==> src/rtl/if_fetch.sv <==
// Instruction fetch unit: issues one AXI-Lite read at a time and presents each
// returned word to decode until it is consumed, with redirect and beat-drop support.
module if_fetch #(
  parameter logic [31:0] RESET_PC = 32'hBFC0_0000
) (
  input  logic        clk,
  input  logic        rst,
  input  logic        stall_i,
  input  logic        redirect_en_i,
  input  logic [31:0] redirect_pc_i,
  output logic [31:0] m_araddr,
  output logic [2:0]  m_arprot,
  output logic        m_arvalid,
  input  logic        m_arready,
  input  logic [31:0] m_rdata,
  input  logic [1:0]  m_rresp,
  input  logic        m_rvalid,
  output logic        m_rready,
  output logic [31:0] inst_addr,
  output logic [31:0] inst_data,
  output logic        inst_valid_o,
  output logic        fetch_err_o
);

  typedef enum logic [1:0] {IDLE, ADDR, DATA, HOLD} state_t;

  state_t      state, state_nxt;
  logic [31:0] pc, pc_nxt;
  logic [31:0] ar_q, ar_nxt;
  logic        drop, drop_nxt;
  logic [31:0] tgt;
  logic [31:0] fetch_x;
  logic        capture;
  logic        release_inst;

  assign tgt     = {redirect_pc_i[31:2], 2'b00};
  assign fetch_x = redirect_en_i ? tgt : pc;

  // Every entry into ADDR latches fetch_x as the request and advances pc past it.
  always_comb begin
    state_nxt    = state;
    pc_nxt       = pc;
    ar_nxt       = ar_q;
    drop_nxt     = drop;
    capture      = 1'b0;
    release_inst = 1'b0;
    case (state)
      IDLE: begin
        state_nxt = ADDR;
        ar_nxt    = fetch_x;
        pc_nxt    = fetch_x + 32'd4;
      end
      ADDR: begin
        // The pending request cannot be withdrawn, so its beat is marked for discard.
        if (redirect_en_i) begin
          pc_nxt   = tgt;
          drop_nxt = 1'b1;
        end
        if (m_arready) state_nxt = DATA;
      end
      DATA: begin
        if (m_rvalid) begin
          if (drop || redirect_en_i) begin
            drop_nxt  = 1'b0;
            state_nxt = ADDR;
            ar_nxt    = fetch_x;
            pc_nxt    = fetch_x + 32'd4;
          end else begin
            capture   = 1'b1;
            state_nxt = HOLD;
          end
        end else if (redirect_en_i) begin
          pc_nxt   = tgt;
          drop_nxt = 1'b1;
        end
      end
      HOLD: begin
        if (redirect_en_i || !stall_i) begin
          release_inst = 1'b1;
          state_nxt    = ADDR;
          ar_nxt       = fetch_x;
          pc_nxt       = fetch_x + 32'd4;
        end
      end
      default: state_nxt = IDLE;
    endcase
  end

  always_ff @(posedge clk or negedge rst) begin
    if (!rst) begin
      state        <= IDLE;
      pc           <= RESET_PC;
      ar_q         <= RESET_PC;
      drop         <= 1'b0;
      inst_valid_o <= 1'b0;
      fetch_err_o  <= 1'b0;
      inst_addr    <= 32'h0;
      inst_data    <= 32'h0;
    end else begin
      state <= state_nxt;
      pc    <= pc_nxt;
      ar_q  <= ar_nxt;
      drop  <= drop_nxt;
      // Error responses are presented as a NOP so decode never sees garbage.
      if (capture) begin
        inst_addr    <= ar_q;
        inst_valid_o <= 1'b1;
        if (m_rresp == 2'b00) begin
          inst_data   <= m_rdata;
          fetch_err_o <= 1'b0;
        end else begin
          inst_data   <= 32'h0;
          fetch_err_o <= 1'b1;
        end
      end else if (release_inst) begin
        inst_valid_o <= 1'b0;
        fetch_err_o  <= 1'b0;
      end
    end
  end

  assign m_araddr  = ar_q;
  assign m_arprot  = 3'b100;
  assign m_arvalid = (state == ADDR);
  assign m_rready  = (state == DATA);

endmodule
==> config.mk <==
export PLATFORM = sky130hd
export DESIGN_NAME = if_fetch
export DESIGN_NICKNAME = d
export VERILOG_FILES = /design/src/rtl/if_fetch.sv
export SDC_FILE = /design/constraint.sdc
export NUM_CORES = 1
export LEC_CHECK = 0
export ABC_AREA = 1
export CAP_MARGIN = 20
export CELL_PAD_IN_SITES_DETAIL_PLACEMENT = 0
export CELL_PAD_IN_SITES_GLOBAL_PLACEMENT = 1
export CORE_ASPECT_RATIO = 0.6
export CORE_MARGIN = 5
export CORE_UTILIZATION = 38
export DETAILED_ROUTE_END_ITERATION = 10
export GPL_ROUTABILITY_DRIVEN = 1
export GPL_TIMING_DRIVEN = 0
export HOLD_SLACK_MARGIN = 0.05
export PLACE_DENSITY = 0.89
export SYNTH_ARGS = -nofsm -noshare
export SYNTH_HDL_FRONTEND = slang
export SYNTH_SLANG_ARGS = --single-unit
export TNS_END_PERCENT = 20
==> constraint.sdc <==
create_clock -name clk -period 3.3 [get_ports clk]
set_input_delay 0.66 -clock clk [delete_from_list [all_inputs] [get_ports clk]]
set_output_delay 0.66 -clock clk [all_outputs]
set_load 0.01 [all_outputs]
==> metrics <==
WP buf/inv 4; critical path required time 3.58 ns; dominant synthesized flop cell dfrtp_1; first-pass GRT wire length 34900 um; RSZ-0062 raised after global routing false; largest net degree at the start of global routing 78; Internal Power 4.88 mW; worst hold path type input pin to async pin; drt drc 0; pwr dens 849 nW/um2; final setup fails 0; Final WS setup 0.708 ns; Buffers on Ports 168; period utilization 0.785; skew final 0.0102 ns; vias 6461; Clock Root Buffer clkbuf_16; Switching Fraction 0.383; post_cts resized 0; clock buffer count from CTS 17; die width 181 um; worst vdd ir 0.454 mV; max incr delay on CP 0.47 ns; die area 20400 um2; chip height 113 um; Post-Syn Area 6680 um2; synth unique cells 38; drt first pass iters 5; sequential group share of total power 0.331; largest area contributor in the netlist dfrtp_1; Setup Crit Path Kind flop to flop; Antenna Nets Post-Route 0; CP dominant cell by count inv_1; Clock Power Share 0.258; # hold bufs at CTS 0; delay-heaviest family, CP buffers and inverters; final hold slack 0.203 ns; warnings from Yosys 0; Synth top area share 0.431; outcome finished clean; initial core utilization 0.389; Num Clock Sinks 133; filler cell count 1665; postcts setup bufs 0; area growth from synthesis to layout 39.4%; Slew headroom 0.542; Pwr Total 7.90 mW; clk slew on worst S/H paths 0.07 ns; GRT Total Usage 0.215; Comb pwr share 0.411; placed cell areas 8690 um2; Critical Path Source Type flop; Final Instance Area 9310 um2; max-cap violation count 0; Setup Total Neg Slack 0 ns; core footprint 17200 um2; WL/cell 17.0 um; CTS H-Tree Depth 4; GR peak layer met1; sequential share of the synthesized area 0.502; total grt overflow 0; ratio of cells with drive above 1 in the final layout 0.105; met2 Use GR 0.303; Clock Path Buffers 2; CP max FO 10; Routed WL 22100 um; TritonCTS clock tree yes; FP Rows 37; DRT iter0 DRCs 581; Final Hold Viols 0; hpwl dp 16800 um; minimum clock period 2.59 ns; RD Place Congestion 0.962; vias per cell 4.97; R2R Setup Slk 0.71 ns; CP Capture Type flop; vias in the first global route 6338; synthesized instance count 865; ANT cells 0; Tightest Pin Transition 0.687 ns; Setup WS pre-CTS 0.429 ns; clock latency on the worst-skew pair 0.43 ns; async set or reset register ratio after synthesis 1.00; largest cells by area after synthesis dfrtp_1 (43%), nand2_1 (17%), dfstp_2 (7.1%), o21ai_0 (7.0%), nand3_1 (5.4%); num ports 175; worst path arrival time 2.87 ns; GRT met3 Usage 0.0527; Synth top cells by count nand2_1 (299), dfrtp_1 (115), o21ai_0 (94); EDFF count, synth 0; Sw Pwr 3.03 mW; slowest CP cell clkbuf_1; crit path cell chain inv_1 > ha_1 > inv_1 > nand2_1 > inv_1 > clkbuf_1 > nor2_1 > o211ai_1 > o21ai_0; fmax 386 MHz; flops & latches, synth 133; initial antenna violation count 0; Mapped Avg Cell Area 7.72 um2; met1 usage 0.336; Final Slew Violations 0; final net count 1131; Pleak 4.31 nW; most frequent cell after synthesis nand2_1
## sequential cells by signal, indices dropped and copies added, names as in the netlist
signal        count
pc               32
state             2
inst_addr        32
drop              1
inst_valid_o      1
inst_data        32
m_araddr         32
fetch_err_o       1
## cell usage in the layout, fill, tap and decap left out, types with 6 or more instances in the layout
cell type	instances
nand2_2	14
buf_6	6
clkdlybuf4s50_1	167
nand2_1	299
dfrtp_1	115
buf_2	6
nor2_2	10
dfstp_2	18
clkbuf_16	17
inv_1	77
nand3_1	72
clkbuf_1	23
a21oi_1	20
inv_6	6
nor2_1	49
o21ai_2	7
o211ai_1	6
o21ai_0	94
## metrics by stage
step,std cells,util
6_report,1301,0.542
5_1_grt,1301,0.542
4_1_cts,1301,0.542
3_5_place_dp,1269,0.506
3_3_place_gp,1268,0.504
2_1_floorplan,866,-
## final cells by class
cell class,instances,area (um2),share of cell area
clock buffers,18,439,0.0472
plain buffers,42,231,0.0249
clock inverters,14,188,0.0202
inverters,84,320,0.0344
flip-flops and latches,133,3350,0.360
multi-input cells,607,2780,0.299
repair buffers,169,1710,0.184
well taps,234,293,0.0314
## power groups by stage
stage / sequential [mW] / clock [mW] / combinational, mW
final: 2.62 / 2.04 / 3.25
after global routing: 2.68 / 2.14 / 3.59
after CTS: 2.61 / 2.06 / 3.24
after detailed placement: 2.63 / 0 / 3.23
after global placement: 2.62 / 0 / 3.18
after floorplan: 2.77 / 0 / 1.46
## cells by family (layout without fill, tap and decap cells)
| family | after synthesis | in the layout | share of synthesized area |
|---|---|---|---|
| simple gates | 456 | 456 | 0.286 |
| flops | 133 | 133 | 0.502 |
| other cells | 2 | 3 | 0.00112 |
| compound gates | 141 | 141 | 0.117 |
| buf+inv | 126 | 327 | 0.0826 |
| fa+ha+maj | 5 | 5 | 0.00937 |
| xor+xnor | 2 | 2 | 0.00262 |
## path summary, 6_finish.rpt
check	end	startpoint	cells past startpoint
max	pc[6]	state[0]	9
min	inst_addr[9]	rst	1
max reg2reg	pc[6]	state[0]	9
min reg2reg	pc[25]	pc[25]	2
max in group asynchronous	m_araddr[23]	rst	2
min in group clk	pc[25]	pc[25]	2
## layer usage
layer  up-vias  share of wire
met4         0         0.0088
met5         -              0
met3        25          0.085
met1      3029           0.51
li1       3136              -
met2       271           0.40
No activity file was read; power rests on OpenSTA's default activity.
